**src/rtl/latch_sched_pkg.sv**
```systemverilog
// Shared definitions for the write-bank scheduler: sequencer state encoding and default sizes.
package latch_sched_pkg;

  typedef enum logic [1:0] {
    S_IDLE    = 2'd0,
    S_SETUP   = 2'd1,
    S_STROBE  = 2'd2,
    S_RECOVER = 2'd3
  } state_t;

  localparam int NREQ_DEF = 4;
  localparam int DW_DEF   = 8;
  localparam int AW_DEF   = 2;

endpackage

```
**src/rtl/rr_arbiter.sv**
```systemverilog
// Combinational round-robin pick: first asserted request scanning from ptr_i upward, wrapping.
// Zero latency; no backpressure, vld_o simply reports whether any request was present.
module rr_arbiter #(
  parameter int NREQ = 4,
  parameter int PW   = (NREQ > 1) ? $clog2(NREQ) : 1
) (
  input  logic [NREQ-1:0] req_i,
  input  logic [PW-1:0]   ptr_i,
  output logic [NREQ-1:0] gnt_o,
  output logic [PW-1:0]   idx_o,
  output logic            vld_o
);

  always_comb begin
    logic [PW-1:0] c;
    logic          found;
    gnt_o = '0;
    idx_o = '0;
    found = 1'b0;
    c     = '0;
    for (int k = 0; k < NREQ; k++) begin
      c = PW'((int'(ptr_i) + k) % NREQ);
      if (!found && req_i[c]) begin
        found    = 1'b1;
        idx_o    = c;
        gnt_o[c] = 1'b1;
      end
    end
    vld_o = found;
  end

endmodule

```
**src/rtl/latch_bank_scheduler.sv**
```systemverilog
// Round-robin shared write port into a DEPTH x DW register bank with setup/strobe/recover sequencing.
// gnt two cycles after capture, one write per four cycles; requesters hold req until gnt, reads are free-running.
module latch_bank_scheduler
  import latch_sched_pkg::*;
#(
  parameter int NREQ = NREQ_DEF,
  parameter int DW   = DW_DEF,
  parameter int AW   = AW_DEF
) (
  input  logic               clk_i,
  input  logic               rst_i,
  input  logic [NREQ-1:0]    req_i,
  input  logic [NREQ*AW-1:0] wr_addr_i,
  input  logic [NREQ*DW-1:0] wr_data_i,
  output logic [NREQ-1:0]    gnt_o,
  output logic               busy_o,
  input  logic [AW-1:0]      rd_addr_i,
  output logic [DW-1:0]      rd_data_o
);

  localparam int DEPTH = 1 << AW;
  localparam int PW    = $clog2(NREQ);

  state_t          state_q, state_d;
  logic [AW-1:0]   addr_q, addr_d;
  logic [DW-1:0]   data_q, data_d;
  logic [PW-1:0]   w_q, w_d;
  logic [NREQ-1:0] woh_q, woh_d;
  logic [PW-1:0]   ptr_q, ptr_d;
  logic            we;
  logic [DW-1:0]   bank_q [DEPTH];

  logic [NREQ-1:0] arb_gnt;
  logic [PW-1:0]   arb_idx;
  logic            arb_vld;

  rr_arbiter #(.NREQ(NREQ), .PW(PW)) u_arb (
    .req_i (req_i),
    .ptr_i (ptr_q),
    .gnt_o (arb_gnt),
    .idx_o (arb_idx),
    .vld_o (arb_vld)
  );

  always_comb begin
    state_d = state_q;
    addr_d  = addr_q;
    data_d  = data_q;
    w_d     = w_q;
    woh_d   = woh_q;
    ptr_d   = ptr_q;
    we      = 1'b0;
    case (state_q)
      S_IDLE: begin
        // Inputs are only looked at here; anything changing afterwards cannot disturb the write.
        if (arb_vld) begin
          addr_d  = wr_addr_i[int'(arb_idx)*AW +: AW];
          data_d  = wr_data_i[int'(arb_idx)*DW +: DW];
          w_d     = arb_idx;
          woh_d   = arb_gnt;
          state_d = S_SETUP;
        end
      end
      S_SETUP:  state_d = S_STROBE;
      S_STROBE: begin
        we      = 1'b1;
        state_d = S_RECOVER;
      end
      S_RECOVER: begin
        ptr_d   = (w_q == PW'(NREQ - 1)) ? '0 : w_q + 1'b1;
        state_d = S_IDLE;
      end
      default: state_d = S_IDLE;
    endcase
  end

  always_ff @(posedge clk_i) begin
    if (rst_i) begin
      state_q <= S_IDLE;
      addr_q  <= '0;
      data_q  <= '0;
      w_q     <= '0;
      woh_q   <= '0;
      ptr_q   <= '0;
      for (int i = 0; i < DEPTH; i++) bank_q[i] <= '0;
    end else begin
      state_q <= state_d;
      addr_q  <= addr_d;
      data_q  <= data_d;
      w_q     <= w_d;
      woh_q   <= woh_d;
      ptr_q   <= ptr_d;
      if (we) bank_q[addr_q] <= data_q;
    end
  end

  assign gnt_o     = (state_q == S_STROBE) ? woh_q : '0;
  assign busy_o    = (state_q != S_IDLE);
  assign rd_data_o = bank_q[rd_addr_i];

endmodule

```
**config.mk**
```make
export PLATFORM = sky130hd
export DESIGN_NAME = latch_bank_scheduler
export DESIGN_NICKNAME = d
export VERILOG_FILES = /design/src/rtl/latch_sched_pkg.sv /design/src/rtl/rr_arbiter.sv /design/src/rtl/latch_bank_scheduler.sv
export SDC_FILE = /design/constraint.sdc
export NUM_CORES = 1
export LEC_CHECK = 0
export BUFFER_PORTS_ARGS = -buffer_cell sky130_fd_sc_hd__buf_2
export CORE_ASPECT_RATIO = 0.5
export CORE_MARGIN = 2
export CORE_UTILIZATION = 55
export DETAILED_ROUTE_END_ITERATION = 10
export PLACE_DENSITY_LB_ADDON = 0.08
export SLEW_MARGIN = 10
export SYNTH_ARGS = -nofsm -noshare
export SYNTH_HDL_FRONTEND = slang
export SYNTH_HIERARCHICAL = 1
export SYNTH_SLANG_ARGS = --single-unit
```
**constraint.sdc**
```tcl
create_clock -name clk_i -period 3.7 [get_ports clk_i]
set_input_delay 0 -clock clk_i [delete_from_list [all_inputs] [get_ports clk_i]]
set_output_delay 0 -clock clk_i [all_outputs]
set_load 0.01 [all_outputs]
```
==> run metrics, run 1 <==
die height=about 55 um; synth unique cells=37; post-placement cell count=around 360; clk_skew=6.00 ps; Fillers=400; Clock Tree Buf Depth=2; P&R area growth vs syn=14.2%; end of the worst hold path=ptr_q[0]$_SDFFE_PP0N_; fin crit share=0.845; Max-Cap Viols=0; CTS Hold Bufs=0; max-slew violation count=0; area of the multi-input gates=between 1000 and 1500 um2; Critical Path End Type=flop; depth of the most critical reg-to-reg path=8; largest family of logic cells by synthesized area=multiplexers; clk_lat worst skew=300 ps; Layout Cells excl Fill=around 370; clock sinks=52; final hold violations=0; status=finished, final reports clean; multiplexer share of the synthesized area=0.193; Final setup viols=0; crit path time final=3130 ps; YS warnings=6; Worst Path Class, Setup=flop to flop; HP Class=primary input to flop; Rel. slew slack=0.651; n_diodes=0; Post-layout nets=around 350; largest net degree at the start of global routing=27; ys async rst share=0; via density per instance=5.47; Arrival @ worst endpoint=3300 ps; DR vias=1995; P per Cell Area=524 nW/um2; Tot GR Track Use=0.209; Compound-Gate Fraction of Synth Area=0.0792; CTS resizes=0; Worst Path Required=just under 4000 ps; Post-CTS Setup Repair Bufs=0; CTS tree=built; Post-DRT Antenna Nets=0; hold depth=2; simple-gate share of the synthesized area=0.184; placed cell area=about 3200 um2; Netlist Area Pre-Place=2910 um2; Rows=18; Core Util, Final=0.664; initial antenna violation count=0; peak supply drop=roughly 0.32 mV; CTS buffer count=5; f_max=320 MHz; worst slew pin tran=roughly 520 ps; worst-path maximum fanout=11; most common cell after layout, fill and taps aside=buf_2; Mapped Cells=about 240; Top Ports=a little over 60; Port Buf Inserts=60; Synth Area in Adders=0.0388; r2r startpoint=ptr_q[1]$_SDFFE_PP0N_; register area=about 1400 um2; Remaining DRCs=0; core region area=5000 um2; RSZ-0062 raised after global routing=false; Die ar.=~6000 um2; H-tree depth=2; cell area after layout=around 3300 um2; most frequent cells in the layout=buf_2, and2_1, nand2_1, edfxtp_1, dfxtp_1; Initial Utilization=0.581; Net Count, Synth=295; CTS root buf=clkbuf_8; share of cells above drive strength 1=0.342; initial DRC count=between 60 and 70; register area share after synthesis=0.469; clock-pin slew on the worst setup and hold paths=about 90 ps; Post-synth top flop=edfxtp_1; P_leak=0.00131 uW; GP Congestion=approximately 0.79; syn_area_per_cell=12.2 um2; WL final=between 5000 and 6000 um; number of global-route vias before repair=between 2k and 2.5k; setup TNS=0 ps; Synth Area in XOR/XNOR=0; setup slack, reg-to-reg=570 ps; post-DP HPWL=between 4000 and 5000 um; FF-to-FF End=data_q[3]$_SDFFE_PP0P_; HP Start=rst_i; grt ovf=0; Die W=approximately 110 um; total power draw=approximately 1700 uW; CP startpoint kind=flop; drt pass-1 iters=4; global-route wire length before repair=just under 10000 um; register bit total from synthesis=52; Post-synth EDFFs=32; routed len/inst=15.4 um
final cells by class:
type                            count  area share
Multi-Input combinational cell    166       0.434
Sequential cell                    52       0.410
Timing Repair Buffer               62      0.0950
Tap cell                           70      0.0264
Clock buffer                        6      0.0219
Inverter                            7     0.00792
Clock inverter                      2     0.00415
how the worst max path moves through the flow:
stage	from	end	slack, ps	cells after the start
floorplan	ptr_q[0]$_SDFFE_PP0N_	addr_q[1]$_SDFFE_PP0P_	950	12
global placement	ptr_q[1]$_SDFFE_PP0N_	data_q[7]$_SDFFE_PP0P_	750	10
detailed placement	ptr_q[1]$_SDFFE_PP0N_	data_q[3]$_SDFFE_PP0P_	610	8
CTS	ptr_q[1]$_SDFFE_PP0N_	data_q[3]$_SDFFE_PP0P_	590	8
global route	ptr_q[1]$_SDFFE_PP0N_	addr_q[0]$_SDFFE_PP0P_	430	8
finish	ptr_q[1]$_SDFFE_PP0N_	data_q[3]$_SDFFE_PP0P_	570	8
per-stage QoR:
step	setup slack [ps]	hold slack, ps
finish	573	137
detailed placement	608	443
CTS	586	137
global placement	750	435
global route	428	157
floorplan	946	369
state kept, by name, summed over array words and instances (netlist names):
signal   count
addr_q       2
bank_q      32
data_q       8
ptr_q        2
state_q      2
w_q          2
woh_q        4
layer usage:
metal / GRT usage / vias up / wire length [um]
met3: 0.0460 / 4 / 185
met4: 0.0445 / 0 / 42
met2: 0.387 / 33 / 2950
li1: - / 983 / -
met1: 0.253 / 975 / 2450
met5: 0 / - / 0
cell usage after synthesis, types with 2 or more instances:
cell,n,share of area
a21oi_1,18,0.031
a22oi_1,8,0.021
and2_1,37,0.080
buf_2,3,0.0052
buf_6,3,0.012
clkbuf_1,3,0.0039
clkbuf_2,2,0.0034
dfxtp_1,20,0.14
edfxtp_1,32,0.33
ha_1,9,0.039
inv_1,7,0.0090
mux2_2,2,0.0078
mux2i_1,3,0.010
mux4_1,3,0.027
mux4_2,19,0.15
nand2_1,34,0.044
nor2_1,7,0.0090
nor3b_4,2,0.013
o21ai_0,6,0.010
or2_2,3,0.0065
worst max-delay path: stages, from the launching register on:
cell and delay [ps]:
dfxtp_1 510, inv_1 150, ha_1 370, mux4_2 450
o311ai_0 440, a32o_1 520, mux4_2 400, nand2_1 80
a21oi_1 70
where the power goes:
group,switching (uW),internal (uW)
registers,80.6,716
logic,338,278
clock network,189,135
cell families after synthesis:
kind of cell             after synthesis
AND/OR/NAND/NOR                       92
flip-flops                            52
AO/OA/AOI/OAI                         38
multiplexers                          27
buffers and inverters                 20
adder cells (fa/ha/maj)                9
(Power assumes the default switching activity.)
==> run 2: changes to the inputs <==
CORE_UTILIZATION = 49   (was 55)
clock period = 2.55 ns   (was 3.7 ns; I/O delays follow)
==> run metrics, run 2 (synthesis gave the netlist of run 1 again) <==
n_diodes=0 (unchanged); failing checks=design-rule violations; Final setup viols=0 (unchanged); clk_skew=5.82 ps (was 6.00 ps); die height=58.5 um (was 55.4 um); clk_lat worst skew=280 ps (was 300 ps); P&R area growth vs syn=23.8% (was 14.2%); met3 usage=0.0412 (was 0.0460); status=finished, violations left (was finished, final reports clean); crit-path cells=buf_6, mux4_2, buf_6, o21ai_4, o31ai_4, buf_4, buf_12, mux4_2, nand2_1, a21oi_1 (was inv_1, ha_1, mux4_2, o311ai_0, a32o_1, mux4_2, nand2_1, a21oi_1); Die ar.=6600 um2 (was 5910 um2); GR Util met2=0.350 (was 0.387); core region area=5610 um2 (was 5000 um2); number of global-route vias before repair=2048 (was 2086); initial DRC count=108 (was 67); f_max=401 MHz (was 320 MHz); GP Congestion=0.785 (was 0.790); Top Registers=bank_q (32), data_q (8), woh_q (4) (unchanged); largest net degree at the start of global routing=27 (unchanged); CTS buffer count=5 (unchanged); Rows=19 (was 18); fin crit share=0.978 (was 0.845); WL final=5910 um (was 5630 um); Initial Utilization=0.518 (was 0.581); Post-layout nets=370 (was 351); final hold violations=0 (unchanged); Worst Path Class, Setup=flop to flop (unchanged); clock-pin slew on the worst setup and hold paths=70 ps (was 90 ps); Die W=113 um (was 107 um); global-route wire length before repair=9670 um (was 9630 um); via density per instance=5.44 (was 5.47); peak supply drop=0.415 mV (was 0.320 mV); placed cell area=3380 um2 (was 3230 um2); Tot GR Track Use=0.190 (was 0.209); P per Cell Area=806 nW/um2 (was 524 nW/um2); P_leak=0.00145 uW (was 0.00131 uW); Post-DRT Antenna Nets=0 (unchanged); Worst path top cell family by delay=multiplexers (was compound AO/OA/AOI/OAI gates); setup TNS=0 ps (unchanged); Max-Cap Viols=0 (unchanged); Port Buf Inserts=60 (unchanged); H-tree depth=2 (unchanged); drt pass-1 iters=7 (was 4); worst-path maximum fanout=5 (was 11); most common cell after layout, fill and taps aside=buf_2 (unchanged); post-placement cell count=375 (was 357); HP Class=primary input to flop (unchanged); cell area after layout=3600 um2 (was 3320 um2); Rel. slew slack=0.651 (about the same); Layout Cells excl Fill=387 (was 365); clock sinks=52 (unchanged); most frequent cells in the layout=buf_2, and2_1, nand2_1, edfxtp_1, mux4_2 (was buf_2, and2_1, nand2_1, edfxtp_1, dfxtp_1); largest register by flop count=bank_q (unchanged); CP startpoint kind=flop (unchanged); Critical Path Max Stage Delay=600 ps (was 520 ps); Clock Tree Buf Depth=2 (unchanged); initial antenna violation count=0 (unchanged); worst slew pin tran=523 ps (was 524 ps); grt ovf=0 (unchanged); global-route met1 utilization=0.240 (was 0.253); CTS root buf=clkbuf_16 (was clkbuf_8); CP max stage cell=mux4_2 (was a32o_1); routed len/inst=15.3 um (was 15.4 um); post-DP HPWL=4390 um (was 4180 um); max reg flops=32 (unchanged); max-slew violation count=0 (unchanged); Top Ports=61 (unchanged); busiest grt layer=met2 (unchanged); Hold WS=151 ps (was 137 ps); crit path time final=2490 ps (was 3130 ps); Arrival @ worst endpoint=2650 ps (was 3300 ps); Critical Path End Type=flop (unchanged); DR vias=2106 (was 1995); share of cells above drive strength 1=0.417 (was 0.342); Worst Path Required=2710 ps (was 3870 ps); Remaining DRCs=2 (was 0); Fillers=431 (was 400); CTS tree=built (unchanged); CP Buf/Inv Count=4 (was 1); CTS Hold Bufs=0 (unchanged)
-- run 2: cell types whose count changed in the layout (fill, tap and decap cells not counted), sizes merged --
cell,previous run,this run
buf,62,81
clkinv,0,1
clkinvlp,1,0
-- run 2: final cells by class --
type | instances | area, um2 | share of cell area
Tap cell | 73 | 91.3 | 0.0254
Inverter | 7 | 31.3 | 0.00870
Clock inverter | 2 | 13.8 | 0.00383
Sequential cell | 52 | 1370 | 0.381
Timing Repair Buffer | 81 | 490 | 0.136
Multi-Input combinational cell | 166 | 1470 | 0.409
Clock buffer | 6 | 129 | 0.0358
-- run 2: worst paths after layout --
path / start / to / slack [ps] / cells after the start
worst max register to register: ptr_q[0]$_SDFFE_PP0N_ / data_q[1]$_SDFFE_PP0P_ / 60 / 10
worst min register to register: woh_q[0]$_SDFFE_PP0P_ / woh_q[0]$_SDFFE_PP0P_ / 450 / 2
worst min-delay path: rst_i / ptr_q[1]$_SDFFE_PP0N_ / 150 / 2
worst max-delay path: ptr_q[0]$_SDFFE_PP0N_ / data_q[1]$_SDFFE_PP0P_ / 60 / 10
-- run 2: what timing repair did --
action	4_1_cts	5_1_grt
pin swaps	0	2
setup endpoints to repair	10	16
resized for setup	1	12
setup buffers	1	3
-- run 2: metal layers --
| metal | vias up | wire length, um |
|---|---|---|
| li1 | 1024 | - |
| met1 | 1032 | 2590 |
| met2 | 48 | 3050 |
| met3 | 2 | 240 |
| met4 | 0 | 27 |
| met5 | - | 0 |
-- run 2: power breakdown --
part	switching, uW	internal, uW
logic	539	548
clock network	284	366
registers	120	1040
total	942	1960
-- run 2: through the flow --
step	power, uW	worst slack (ps)	utilization
5_1_grt	3100	-26.8	0.641
6_report	2900	55.5	0.641
3_3_place_gp	2170	-23.2	0.603
2_1_floorplan	1900	-27.0	-
4_1_cts	2890	19.9	0.632
3_5_place_dp	2200	-83.9	0.603
==> run 3: changes to the inputs <==
PLACE_DENSITY = 0.79   (was unset)
PLACE_DENSITY_LB_ADDON = unset   (was 0.08)
==> run metrics, run 3 (synthesis gave the netlist of run 1 again) <==
Initial Utilization=0.518 (unchanged); initial DRC count=100 (was 108); most common cell after layout, fill and taps aside=buf_2 (unchanged); largest net degree at the start of global routing=27 (unchanged); number of global-route vias before repair=2090 (was 2048); CTS buffer count=5 (unchanged); P_leak=0.00144 uW (was 0.00145 uW); max reg flops=32 (unchanged); grt ovf=0 (unchanged); crit path time final=2480 ps (was 2490 ps); drt pass-1 iters=8 (was 7); HP Start=rst_i (unchanged); failing checks=design-rule violations (unchanged); Rows=19 (unchanged); max-slew violation count=0 (unchanged); hold depth=2 (unchanged); register area=1370 um2 (unchanged); cell internal pwr=1920 uW (was 1960 uW); worst slew pin tran=573 ps (was 523 ps); CP startpoint kind=flop (unchanged); final hold violations=0 (unchanged); fin crit share=0.972 (was 0.978); share of cells above drive strength 1=0.415 (was 0.417); end of the worst hold path=ptr_q[0]$_SDFFE_PP0N_ (was ptr_q[1]$_SDFFE_PP0N_); CTS root buf=clkbuf_16 (unchanged); Worst Path Class, Setup=flop to flop (unchanged); f_max=403 MHz (was 401 MHz); die height=58.5 um (unchanged); total power draw=2910 uW (was 2900 uW); clk_lat worst skew=290 ps (was 280 ps); Critical Path End Type=flop (unchanged); CTS tree=built (unchanged); Die W=113 um (unchanged); DR vias=2159 (was 2106); fraction of power spent switching nets=0.340 (was 0.325); r2r startpoint=ptr_q[1]$_SDFFE_PP0N_ (was ptr_q[0]$_SDFFE_PP0N_); Post-layout nets=367 (was 370); setup slack, reg-to-reg=70 ps (was 60 ps); Clock power frac=0.233 (was 0.224); Final setup viols=0 (unchanged); most frequent cells in the layout=buf_2, and2_1, nand2_1, edfxtp_1, mux4_2 (unchanged); Top Registers=bank_q (32), data_q (8), woh_q (4) (unchanged); clock-pin slew on the worst setup and hold paths=70 ps (about the same); global-route wire length before repair=10200 um (was 9670 um); CTS Hold Bufs=0 (unchanged); routed len/inst=16.7 um (was 15.3 um); n_diodes=0 (unchanged); clk_skew=5.76 ps (was 5.82 ps); P_sw=991 uW (was 942 uW); Clock Tree Buf Depth=2 (unchanged); peak supply drop=0.363 mV (was 0.415 mV); placed cell area=3370 um2 (was 3380 um2); WL final=6430 um (was 5910 um); P&R area growth vs syn=23.3% (was 23.8%); P per Cell Area=814 nW/um2 (was 806 nW/um2); Tot GR Track Use=0.201 (was 0.190); HP Class=primary input to flop (unchanged); Top Ports=61 (unchanged); Port Buf Inserts=60 (unchanged); GP Congestion=0.895 (was 0.785); clock sinks=52 (unchanged); Rel. slew slack=0.618 (was 0.651); depth of the most critical reg-to-reg path=10 (unchanged); post-DP HPWL=4540 um (was 4390 um); via density per instance=5.62 (was 5.44); H-tree depth=2 (unchanged); core region area=5610 um2 (unchanged); Arrival @ worst endpoint=2640 ps (was 2650 ps); Post-DRT Antenna Nets=0 (unchanged); Fillers=436 (was 431); Die ar.=6600 um2 (unchanged); cell area after layout=3580 um2 (was 3600 um2); initial antenna violation count=0 (unchanged); Remaining DRCs=3 (was 2); status=finished, violations left (unchanged); Core Util, Final=0.638 (was 0.641); FF-to-FF End=data_q[4]$_SDFFE_PP0P_ (was data_q[1]$_SDFFE_PP0P_); power share of the combinational group=0.370 (was 0.375); worst-path maximum fanout=7 (was 5); Worst Path Required=2710 ps (about the same); largest register by flop count=bank_q (unchanged); Max-Cap Viols=0 (unchanged); area of the multi-input gates=1490 um2 (was 1470 um2); sequential share of power=0.397 (was 0.401)
[run 3: critical path, stage by stage (launching register included)]
cell     delay, ps
dfxtp_4        370
inv_1           80
ha_4           280
mux4_2         340
and2b_2        270
o21ai_2         70
o31ai_4        100
buf_12         180
mux4_2         520
nand2_1         80
a21oi_1         70
[run 3: worst max path at each step]
stage,start,endpoint,cells past startpoint
after floorplan,ptr_q[0]$_SDFFE_PP0N_,addr_q[1]$_SDFFE_PP0P_,12
after global placement,ptr_q[0]$_SDFFE_PP0N_,data_q[0]$_SDFFE_PP0P_,8
after detailed placement,ptr_q[0]$_SDFFE_PP0N_,data_q[7]$_SDFFE_PP0P_,9
after CTS,ptr_q[0]$_SDFFE_PP0N_,addr_q[0]$_SDFFE_PP0P_,9
after global routing,ptr_q[0]$_SDFFE_PP0N_,data_q[7]$_SDFFE_PP0P_,8
final,ptr_q[1]$_SDFFE_PP0N_,data_q[4]$_SDFFE_PP0P_,10
[run 3: through the flow]
step                worst slack (ps)  hold WS (ps)  setup TNS, ps  instances
floorplan                      -27.0           369           -243        238
global placement               -20.2           432          -73.7        374
detailed placement              -109           443           -933        374
CTS                            0.307           153              0        383
global route                   -9.37           180          -12.5        384
finish                          70.4           156              0        384
[run 3: what timing repair did]
action | 4_1_cts | 5_1_grt
hold endpoints to repair | 0 | 0
pin swaps | 1 | 2
endpoints found under the setup margin | 10 | 10
buffers inserted | 0 | 1
resized for setup | 3 | 12
gates cloned | 1 | 0
[run 3: metal layers]
| layer | routed length (um) | up-vias | GRT usage |
|---|---|---|---|
| li1 | - | 1024 | - |
| met1 | 2740 | 1084 | 0.250 |
| met2 | 3350 | 48 | 0.360 |
| met3 | 324 | 3 | 0.0494 |
| met4 | 13 | 0 | 0.0557 |
| met5 | 0 | - | 0 |
[run 3: cell type report]
type | instances | share of cell area
Sequential cell | 52 | 0.382
Timing Repair Buffer | 77 | 0.126
Inverter | 7 | 0.00803
Tap cell | 73 | 0.0255
Clock buffer | 5 | 0.0349
Clock inverter | 3 | 0.00629
Multi-Input combinational cell | 167 | 0.417
[run 3: power by group through the flow]
stage / Clock, uW / Combinational [uW] / Sequential [uW]
2_1_floorplan: 0 / 760 / 1140
3_3_place_gp: 0 / 981 / 1160
3_5_place_dp: 0 / 1020 / 1180
4_1_cts: 682 / 1040 / 1160
5_1_grt: 709 / 1180 / 1180
6_report: 679 / 1080 / 1160
